$ cat src/rtl/scpu_mem_arbiter_pkg.sv
// -----------------------------------------------------------------------------
// scpu_mem_arbiter_pkg
// Shared definitions for the SCPU SRAM arbiter: default widths, requester
// port indices and FSM state encodings.
// Optional build macro used by the arbiter: SCPU_ARB_RR_EN.
// -----------------------------------------------------------------------------
package scpu_mem_arbiter_pkg;

   localparam int unsigned ARB_AW           = 9;
   localparam int unsigned ARB_DW           = 8;
   localparam int unsigned ARB_LOCK_TIMEOUT = 4;

   // Requester indices into the one-hot grant vector
   localparam int unsigned ARB_NPORT = 3;
   localparam int unsigned ARB_H     = 0;
   localparam int unsigned ARB_D     = 1;
   localparam int unsigned ARB_I     = 2;

   typedef enum logic [1:0] {
      ARB_IDLE   = 2'd0,
      ARB_LOCK_D = 2'd1,
      ARB_LOCK_I = 2'd2
   } arb_state_e;

   function automatic logic arb_is_locked(input arb_state_e s);
      return (s == ARB_LOCK_D) || (s == ARB_LOCK_I);
   endfunction

endpackage

$ cat src/rtl/scpu_mem_arbiter_if.sv
// -----------------------------------------------------------------------------
// scpu_mem_arbiter_if
// Bundles the three requester handshakes (host H, CPU data D, CPU instruction
// I), the shared read-return bus, cpu_hold and the SRAM macro port.
//   slave  : arbiter view (requests/SRAM read data in, grants/SRAM controls out)
//   master : requester/SRAM-model view (the opposite directions)
// -----------------------------------------------------------------------------
interface scpu_mem_arbiter_if
   import scpu_mem_arbiter_pkg::*;
#(
   parameter int unsigned AW = ARB_AW,
   parameter int unsigned DW = ARB_DW
) ();

   logic          h_req,    d_req,    i_req;
   logic [AW-1:0] h_addr,   d_addr,   i_addr;
   logic          h_we,     d_we;
   logic [DW-1:0] h_wdata,  d_wdata;
   logic          d_lock,   i_lock;
   logic          h_gnt,    d_gnt,    i_gnt;
   logic          h_rvalid, d_rvalid, i_rvalid;
   logic [DW-1:0] rdata;
   logic          cpu_hold;

   logic          mem_en;
   logic          mem_we;
   logic [AW-1:0] mem_addr;
   logic [DW-1:0] mem_wdata;
   logic [DW-1:0] mem_rdata;

   modport slave (
      input  h_req, d_req, i_req, h_addr, d_addr, i_addr,
      input  h_we, d_we, h_wdata, d_wdata, d_lock, i_lock,
      output h_gnt, d_gnt, i_gnt, h_rvalid, d_rvalid, i_rvalid,
      output rdata, cpu_hold,
      output mem_en, mem_we, mem_addr, mem_wdata,
      input  mem_rdata
   );

   modport master (
      output h_req, d_req, i_req, h_addr, d_addr, i_addr,
      output h_we, d_we, h_wdata, d_wdata, d_lock, i_lock,
      input  h_gnt, d_gnt, i_gnt, h_rvalid, d_rvalid, i_rvalid,
      input  rdata, cpu_hold,
      input  mem_en, mem_we, mem_addr, mem_wdata,
      output mem_rdata
   );

endinterface

$ cat src/rtl/scpu_mem_arbiter_pick.sv
// -----------------------------------------------------------------------------
// scpu_mem_arbiter_pick
// Combinational winner select: {requests, FSM state, rr pointer} -> one-hot
// grant. A locked owner excludes everyone else; in IDLE the host always wins,
// then D over I (fixed) or round-robin between D and I (SCPU_ARB_RR_EN).
// Ports:
//   i_h_req/i_d_req/i_i_req  beat requests
//   i_state                  arbiter FSM state
//   i_rr_last_i              (SCPU_ARB_RR_EN only) 1 = I served last
//   o_gnt_c                  one-hot grant {I, D, H}
// -----------------------------------------------------------------------------
module scpu_mem_arbiter_pick
   import scpu_mem_arbiter_pkg::*;
(
   input  logic                 i_h_req,
   input  logic                 i_d_req,
   input  logic                 i_i_req,
   input  arb_state_e           i_state,
`ifdef SCPU_ARB_RR_EN
   input  logic                 i_rr_last_i,
`endif
   output logic [ARB_NPORT-1:0] o_gnt_c
);

   logic w_d_first;

   // D wins a D/I tie unless round-robin says D was served last
`ifdef SCPU_ARB_RR_EN
   assign w_d_first = i_rr_last_i;
`else
   assign w_d_first = 1'b1;
`endif

   always_comb begin
      o_gnt_c = '0;
      case (i_state)
         ARB_LOCK_D: o_gnt_c[ARB_D] = i_d_req;
         ARB_LOCK_I: o_gnt_c[ARB_I] = i_i_req;
         default: begin
            if (i_h_req)                          o_gnt_c[ARB_H] = 1'b1;
            else if (i_d_req && (!i_i_req || w_d_first)) o_gnt_c[ARB_D] = 1'b1;
            else if (i_i_req)                     o_gnt_c[ARB_I] = 1'b1;
         end
      endcase
   end

endmodule

$ cat src/rtl/scpu_mem_arbiter.sv
// -----------------------------------------------------------------------------
// scpu_mem_arbiter
// Shares one single-port byte-wide SRAM between host loader (H), CPU data (D)
// and CPU instruction (I) ports. CPU words move as two byte beats kept atomic
// by a lock; an idle locked owner is force-released after LOCK_TIMEOUT cycles.
// Optional build macro: SCPU_ARB_RR_EN (round-robin between D and I in IDLE).
// Ports:
//   clk   rising-edge clock
//   rst   synchronous active-high reset
//   bus   scpu_mem_arbiter_if.slave: requester handshakes (gnt combinational,
//         rvalid one cycle after a granted read), shared rdata, registered
//         cpu_hold, SRAM controls (driven in the grant cycle)
// -----------------------------------------------------------------------------
module scpu_mem_arbiter
   import scpu_mem_arbiter_pkg::*;
#(
   parameter int unsigned AW           = ARB_AW,
   parameter int unsigned DW           = ARB_DW,
   parameter int unsigned LOCK_TIMEOUT = ARB_LOCK_TIMEOUT
) (
   input  logic                clk,
   input  logic                rst,
   scpu_mem_arbiter_if.slave   bus
);

   localparam int unsigned CNT_W = $clog2(LOCK_TIMEOUT + 1);

   arb_state_e           r_state;
   logic [CNT_W-1:0]     r_cnt;
   logic [ARB_NPORT-1:0] r_rd_pend;
   logic                 r_hold;
`ifdef SCPU_ARB_RR_EN
   logic                 r_rr_last_i;
`endif

   logic [ARB_NPORT-1:0] w_pick;
   logic [ARB_NPORT-1:0] w_gnt;
   logic                 w_mem_en;
   logic                 w_mem_we;
   logic [AW-1:0]        w_mem_addr;
   logic [DW-1:0]        w_mem_wdata;
   logic                 w_locked;
   logic                 w_own_gnt;
   logic                 w_own_lock;

   scpu_mem_arbiter_pick u_pick (
      .i_h_req     (bus.h_req),
      .i_d_req     (bus.d_req),
      .i_i_req     (bus.i_req),
      .i_state     (r_state),
`ifdef SCPU_ARB_RR_EN
      .i_rr_last_i (r_rr_last_i),
`endif
      .o_gnt_c     (w_pick)
   );

   // No grant is issued while reset is asserted
   assign w_gnt    = w_pick & {ARB_NPORT{~rst}};
   assign w_locked = arb_is_locked(r_state);

   // Route the winner's beat onto the SRAM port
   always_comb begin
      w_mem_en    = 1'b0;
      w_mem_we    = 1'b0;
      w_mem_addr  = '0;
      w_mem_wdata = '0;
      if (w_gnt[ARB_H]) begin
         w_mem_en    = 1'b1;
         w_mem_we    = bus.h_we;
         w_mem_addr  = bus.h_addr;
         w_mem_wdata = bus.h_wdata;
      end else if (w_gnt[ARB_D]) begin
         w_mem_en    = 1'b1;
         w_mem_we    = bus.d_we;
         w_mem_addr  = bus.d_addr;
         w_mem_wdata = bus.d_wdata;
      end else if (w_gnt[ARB_I]) begin
         w_mem_en    = 1'b1;
         w_mem_addr  = bus.i_addr;
      end
   end

   // Grant/lock of the current lock owner
   always_comb begin
      w_own_gnt  = 1'b0;
      w_own_lock = 1'b0;
      if (r_state == ARB_LOCK_D) begin
         w_own_gnt  = w_gnt[ARB_D];
         w_own_lock = bus.d_lock;
      end else if (r_state == ARB_LOCK_I) begin
         w_own_gnt  = w_gnt[ARB_I];
         w_own_lock = bus.i_lock;
      end
   end

   // FSM, lock counter, read-return pipe and cpu_hold
   always_ff @(posedge clk) begin
      if (rst) begin
         r_state     <= ARB_IDLE;
         r_cnt       <= '0;
         r_rd_pend   <= '0;
         r_hold      <= 1'b0;
`ifdef SCPU_ARB_RR_EN
         r_rr_last_i <= 1'b1;
`endif
      end else begin
         r_hold    <= bus.h_req & ~w_locked;
         r_rd_pend <= w_gnt & {ARB_NPORT{~w_mem_we}};
`ifdef SCPU_ARB_RR_EN
         if (w_gnt[ARB_D])      r_rr_last_i <= 1'b0;
         else if (w_gnt[ARB_I]) r_rr_last_i <= 1'b1;
`endif
         case (r_state)
            ARB_IDLE: begin
               r_cnt <= '0;
               if (w_gnt[ARB_D] && bus.d_lock)      r_state <= ARB_LOCK_D;
               else if (w_gnt[ARB_I] && bus.i_lock) r_state <= ARB_LOCK_I;
            end
            ARB_LOCK_D, ARB_LOCK_I: begin
               if (w_own_gnt) begin
                  r_cnt <= '0;
                  if (!w_own_lock) r_state <= ARB_IDLE;
               end else if (r_cnt == CNT_W'(LOCK_TIMEOUT - 1)) begin
                  // Owner idle for LOCK_TIMEOUT cycles: force release
                  r_cnt   <= '0;
                  r_state <= ARB_IDLE;
               end else begin
                  r_cnt <= r_cnt + CNT_W'(1);
               end
            end
            default: begin
               r_cnt   <= '0;
               r_state <= ARB_IDLE;
            end
         endcase
      end
   end

   assign bus.h_gnt     = w_gnt[ARB_H];
   assign bus.d_gnt     = w_gnt[ARB_D];
   assign bus.i_gnt     = w_gnt[ARB_I];
   // A read pending across a reset is squashed
   assign bus.h_rvalid  = r_rd_pend[ARB_H] & ~rst;
   assign bus.d_rvalid  = r_rd_pend[ARB_D] & ~rst;
   assign bus.i_rvalid  = r_rd_pend[ARB_I] & ~rst;
   assign bus.rdata     = bus.mem_rdata;
   assign bus.cpu_hold  = r_hold;
   assign bus.mem_en    = w_mem_en;
   assign bus.mem_we    = w_mem_we;
   assign bus.mem_addr  = w_mem_addr;
   assign bus.mem_wdata = w_mem_wdata;

endmodule

$ cat src/flat_wrapper.sv
// flat-port wrapper written by rule: the top's interface ports become plain ports
module scpu_mem_arbiter_flat import scpu_mem_arbiter_pkg::*;
#(
   parameter int unsigned AW           = ARB_AW,
   parameter int unsigned DW           = ARB_DW,
   parameter int unsigned LOCK_TIMEOUT = ARB_LOCK_TIMEOUT
)
  (clk, rst, bus_h_req, bus_d_req, bus_i_req, bus_h_addr, bus_d_addr, bus_i_addr, bus_h_we, bus_d_we, bus_h_wdata, bus_d_wdata, bus_d_lock, bus_i_lock, bus_h_gnt, bus_d_gnt, bus_i_gnt, bus_h_rvalid, bus_d_rvalid, bus_i_rvalid, bus_rdata, bus_cpu_hold, bus_mem_en, bus_mem_we, bus_mem_addr, bus_mem_wdata, bus_mem_rdata);
  scpu_mem_arbiter_if #(.AW(AW), .DW(DW)) bus_i ();
  input  logic clk;
  input  logic rst;
  input wire logic [$bits(bus_i.h_req)-1:0] bus_h_req;
  input wire logic [$bits(bus_i.d_req)-1:0] bus_d_req;
  input wire logic [$bits(bus_i.i_req)-1:0] bus_i_req;
  input wire logic [$bits(bus_i.h_addr)-1:0] bus_h_addr;
  input wire logic [$bits(bus_i.d_addr)-1:0] bus_d_addr;
  input wire logic [$bits(bus_i.i_addr)-1:0] bus_i_addr;
  input wire logic [$bits(bus_i.h_we)-1:0] bus_h_we;
  input wire logic [$bits(bus_i.d_we)-1:0] bus_d_we;
  input wire logic [$bits(bus_i.h_wdata)-1:0] bus_h_wdata;
  input wire logic [$bits(bus_i.d_wdata)-1:0] bus_d_wdata;
  input wire logic [$bits(bus_i.d_lock)-1:0] bus_d_lock;
  input wire logic [$bits(bus_i.i_lock)-1:0] bus_i_lock;
  output wire logic [$bits(bus_i.h_gnt)-1:0] bus_h_gnt;
  output wire logic [$bits(bus_i.d_gnt)-1:0] bus_d_gnt;
  output wire logic [$bits(bus_i.i_gnt)-1:0] bus_i_gnt;
  output wire logic [$bits(bus_i.h_rvalid)-1:0] bus_h_rvalid;
  output wire logic [$bits(bus_i.d_rvalid)-1:0] bus_d_rvalid;
  output wire logic [$bits(bus_i.i_rvalid)-1:0] bus_i_rvalid;
  output wire logic [$bits(bus_i.rdata)-1:0] bus_rdata;
  output wire logic [$bits(bus_i.cpu_hold)-1:0] bus_cpu_hold;
  output wire logic [$bits(bus_i.mem_en)-1:0] bus_mem_en;
  output wire logic [$bits(bus_i.mem_we)-1:0] bus_mem_we;
  output wire logic [$bits(bus_i.mem_addr)-1:0] bus_mem_addr;
  output wire logic [$bits(bus_i.mem_wdata)-1:0] bus_mem_wdata;
  input wire logic [$bits(bus_i.mem_rdata)-1:0] bus_mem_rdata;
  assign bus_i.h_req = bus_h_req;
  assign bus_i.d_req = bus_d_req;
  assign bus_i.i_req = bus_i_req;
  assign bus_i.h_addr = bus_h_addr;
  assign bus_i.d_addr = bus_d_addr;
  assign bus_i.i_addr = bus_i_addr;
  assign bus_i.h_we = bus_h_we;
  assign bus_i.d_we = bus_d_we;
  assign bus_i.h_wdata = bus_h_wdata;
  assign bus_i.d_wdata = bus_d_wdata;
  assign bus_i.d_lock = bus_d_lock;
  assign bus_i.i_lock = bus_i_lock;
  assign bus_h_gnt = bus_i.h_gnt;
  assign bus_d_gnt = bus_i.d_gnt;
  assign bus_i_gnt = bus_i.i_gnt;
  assign bus_h_rvalid = bus_i.h_rvalid;
  assign bus_d_rvalid = bus_i.d_rvalid;
  assign bus_i_rvalid = bus_i.i_rvalid;
  assign bus_rdata = bus_i.rdata;
  assign bus_cpu_hold = bus_i.cpu_hold;
  assign bus_mem_en = bus_i.mem_en;
  assign bus_mem_we = bus_i.mem_we;
  assign bus_mem_addr = bus_i.mem_addr;
  assign bus_mem_wdata = bus_i.mem_wdata;
  assign bus_i.mem_rdata = bus_mem_rdata;
  scpu_mem_arbiter #(.AW(AW), .DW(DW), .LOCK_TIMEOUT(LOCK_TIMEOUT)) u_core (.clk(clk), .rst(rst), .bus(bus_i));
endmodule
$ cat config.mk
export PLATFORM = sky130hd
export DESIGN_NAME = scpu_mem_arbiter_flat
export DESIGN_NICKNAME = d
export VERILOG_FILES = /design/src/rtl/scpu_mem_arbiter_pkg.sv /design/src/rtl/scpu_mem_arbiter_if.sv /design/src/rtl/scpu_mem_arbiter_pick.sv /design/src/rtl/scpu_mem_arbiter.sv /design/src/flat_wrapper.sv
export SDC_FILE = /design/constraint.sdc
export NUM_CORES = 1
export LEC_CHECK = 0
export BUFFER_PORTS_ARGS = -buffer_cell sky130_fd_sc_hd__buf_2
export CORE_UTILIZATION = 35
export CTS_CLUSTER_DIAMETER = 100
export DETAILED_ROUTE_END_ITERATION = 8
export GPL_TIMING_DRIVEN = 0
export PLACE_DENSITY_LB_ADDON = 0.1
export SETUP_SLACK_MARGIN = 0.5
export SYNTH_ARGS = -nofsm -noshare
export SYNTH_HDL_FRONTEND = slang
export SYNTH_HIERARCHICAL = 1
export SYNTH_SLANG_ARGS = --single-unit
$ cat constraint.sdc
create_clock -name clk -period 2.64 [get_ports clk]
set_input_delay 0.264 -clock clk [delete_from_list [all_inputs] [get_ports clk]]
set_output_delay 0.264 -clock clk [all_outputs]
set_load 0.02 [all_outputs]
==> reports/qor.csv <==
stage;metric;value;unit
placed_design;finalWeightedCongestion;0.7475;
worst_setup_path;crit_top_cell;buf_4;
worst_setup_path;worst-r2r-cell-count;8;
pwr;comb_power_share;58.1;%
route;detail_route.drc_violations;0;
synthesis;synth.yosys.warnings;6;
worst_setup_path;crit_path_top_delay_cell;dfxtp_4;
synthesis;post_synth.cell_area_avg;6.690;µm²
global_routing;grt_pass1_wl;4409;µm
pwr;p_clk_share;17.5;%
worst_setup_path;cp_max_fo;5;
die;die_y;54.47;µm
route;postRouteAntennaNets;0;
sta;final-max-slew-violation-count;0;
sta;max_freq;0.4362;GHz
clock_network;htree_levels;1;
route;dr_total_vias;1361;
clock_network;inserted_clock_buffers;3;
sta;min_period;2.292;ns
clock_network;cts_max_path_buffers;2;
placed_design;detailed_place_hpwl;2359;µm
layout;drive_gt1_share;57.20;%
pwr;relative_contribution_of_sequential_cells_to_total_power;24.4;%
synthesis;cell_area_after_synthesis;963.4;µm²
synthesis;post-synth-top-area-cell;dfxtp_1;
pwr;irDropWorstVdd;0.0002683;V
hold_path;hold_class;primary input to register;
global_routing;first_global_vias;1097;
worst_setup_path;cp_top_family;simple AND/OR/NAND/NOR gates;
worst_setup_path;timing.critical_path.required;2.38;ns
hold_path;hold_path_end;u_core/r_rd_pend[0];
sta;clock_skew;0.001379;ns
clock_network;sink_count;9;
hold_path;worstHoldPathCells;2;
sta;setup-violations-final;0;
die;boundaryPins;94;
sta;hold_ws;0.1775;ns
die;die_area;2966;µm²
clock_network;clkLatencyLatePin;0.26;ns
worst_setup_path;cp.arrival;2.03;ns
synthesis;gate_count_post_synth;144;
pwr;power_leakage;0.8995;nW
placed_design;port_buffers;85;
clock_network;cts_tree;yes;
synthesis;synth.lib_cells_used.distinct;34;
synthesis;synth_edf_count;0;
route;totalWireLength;3382;µm
layout;antenna_cells_inserted;0;
worst_setup_path;criticalPathCategory;register to output port;
synthesis;ys_ff_latch;9;
pwr;power.switching_fraction;39.85;%
clock_network;cts.reportedPaths.clkPinSlew;0.06;ns
global_routing;gr-usage-all-layers;20.77;%
sta;period_share;86.83;%
worst_setup_path;critical-path-max-stage-delay;0.37;ns
sta;rsz0062_at_grt;yes;
worst_setup_path;critical_path_end_type;output port;
die;floorplan.initialDensity;37.86;%
route;drt_pre_antenna_iters;4;
route;starting_drt_drc_count;9;
synthesis;postSynthNetCount;211;
die;core_area;2545;µm²
route;viasPerCell;4.985;
clock_network;cts.root.buffer_cell;clkbuf_4;
pwr;power-per-cell-area;349.2;nW/µm²
synthesis;synth_flop_cell;dfxtp_1;
worst_setup_path;r2r_setup_slack;0.53;ns
run;max-cap-violations;0;
synthesis;yosys.area.top_type_share;18.70;%
worst_setup_path;timing.critical_path.cells;inv_4 -> ha_4 -> buf_4 -> o21ai_2 -> nand2b_4 -> nor2_4 -> a221oi_1 -> nor2_1 -> buf_4;
sta;tightestPinTransition;0.4059;ns
layout;areaGrowthSynthToFinish;80.13;%
synthesis;async_reset_ff_share;0;%
run_status;status;complete, no violations;
global_routing;grt_antenna_before_repair;0;
worst_setup_path;critical_path_buf_inv_count;3;
layout;final_nets;311;
sta;maxSlewHeadroom;72.94;%
worst_setup_path;reg2reg_from;u_core/r_state[0];
synthesis;synth_sequential_area_ratio;18.70;%
die;die_w;54.47;µm
sta;report.final.hold_viol_count;0;
pwr;sw_power;0.2415;mW
synthesis;ys_top_cells_by_area;dfxtp_1, nor2_1, ha_1;
die;fp-row-count;18;
global_routing;grt_max_degree;12;
sta;totalNegativeSetupSlack;0;ns
worst_setup_path;critPathLaunchType;register;
worst_setup_path;rr_endpoint;u_core/r_state[0];
pwr;power.internal;0.3645;mW
hold_path;min-delay-start;bus_h_we;
global_routing;overflow_left_after_global_routing;0;
route;routed_wire_length_per_instance;12.39;µm
-- cells in the mapped netlist, types with 2 or more instances --
master / number
nor2_1: 39
nand2_1: 14
a221oi_1: 9
buf_4: 9
dfxtp_1: 9
inv_1: 9
ha_1: 7
a21oi_1: 6
nand2b_1: 4
nor2b_1: 4
clkbuf_1: 3
a22oi_1: 2
and3_1: 2
buf_2: 2
nand3_1: 2
nand4bb_1: 2
nor2_2: 2
nor3b_1: 2
o21ai_0: 2
-- how the worst max path moves through the flow --
stage / start / slack [ns] / endpoint / depth (start not counted)
floorplan: u_core/r_state[0] / 0.51 / bus_mem_addr[0] / 8
global placement: u_core/r_state[0] / 0.31 / bus_mem_addr[7] / 8
detailed placement: u_core/r_state[0] / 0.32 / bus_mem_addr[8] / 8
CTS: u_core/r_state[0] / 0.43 / bus_mem_addr[5] / 10
global route: u_core/r_state[0] / 0.28 / bus_mem_addr[4] / 9
finish: u_core/r_state[0] / 0.35 / bus_mem_addr[4] / 9
-- flip-flops by register name, summed over array words and instances (netlist names) --
register and count:
u_core/r_cnt 3, u_core/r_rd_pend 3, u_core/r_state 2, u_core/bus.cpu_hold 1
-- metrics by stage --
stage | instance area [µm²] | power [mW] | util (%) | cells | setup WS, ns
6_report | 1735 | 0.6060 | 68.19 | 273 | 0.3477
4_1_cts | 1649 | 0.5808 | 64.80 | 268 | 0.4272
3_3_place_gp | 1426 | 0.4125 | 56.05 | 259 | 0.3146
5_1_grt | 1735 | 0.6466 | 68.19 | 273 | 0.2800
2_1_floorplan | 963.4 | 0.3214 | - | 144 | 0.5111
3_5_place_dp | 1426 | 0.4204 | 56.05 | 259 | 0.3150
-- worst reg2reg max path: cells and delay by family (launching register included) --
| kind | cells | cell delay (ns) |
|---|---|---|
| AOI/OAI and AO/OA | 3 | 0.58 |
| adders and majority gates | 1 | 0.24 |
| buffers and inverters | 2 | 0.17 |
| and+or+nand+nor | 2 | 0.62 |
| DFF | 1 | 0.37 |
-- power groups by stage --
stage / logic, mW / clock network (mW) / registers [mW]
finish: 0.352 / 0.106 / 0.148
global route: 0.378 / 0.120 / 0.149
CTS: 0.323 / 0.110 / 0.147
detailed placement: 0.270 / 0 / 0.151
global placement: 0.262 / 0 / 0.150
floorplan: 0.171 / 0 / 0.151
-- final cells by class --
class	count	area (µm²)
Clock buffer	4	26.28
Sequential cell	9	187.7
Multi-Input combinational cell	112	792.0
Fill cell	250	809.5
Timing Repair Buffer	94	540.5
Inverter	9	36.28
Buffer	15	115.1
Tap cell	30	37.54
-- layer usage --
| metal | vias to the layer above | wire [µm] | global-route usage (%) |
|---|---|---|---|
| li1 | 690 | - | - |
| met1 | 606 | 1170 | 18.39 |
| met2 | 63 | 1949 | 44.72 |
| met3 | 2 | 248 | 5.000 |
| met4 | 0 | 14 | 5.128 |
| met5 | - | 0 | 0 |
-- placed cells by master (no fill, tap or decap), types with 2 or more instances in the layout --
cell type,n
buf_2,73
nor2_1,38
buf_4,26
nand2_1,13
buf_6,7
inv_1,7
a221oi_2,7
dfxtp_1,7
a21oi_1,6
ha_1,6
clkbuf_4,4
nor2_4,3
nor2b_1,3
nand2b_4,2
nand2b_1,2
nand2_2,2
nand4bb_1,2
nor3b_1,2
and3_1,2
dfxtp_4,2
o21ai_2,2
-- cells by family (layout without fill, tap and decap cells) --
kind of cell	Yosys count	count (layout)	synth area share (%)
AO/OA/AOI/OAI	26	26	20.78
buffers and inverters	24	122	13.12
flip-flops	9	9	18.70
adder cells (fa/ha/maj)	7	7	9.090
AND/OR/NAND/NOR	78	79	38.31
-- what timing repair did --
item                                    in CTS  in global routing
resized for setup                           46                 16
endpoints found under the setup margin      24                 19
hold buffers                                 0                  0
pin swaps                                   15                  9
cloned                                       2                  1
endpoints found under the hold margin        0                  0
buffers inserted                             3                  4
Power figures use the tool's default switching activity.
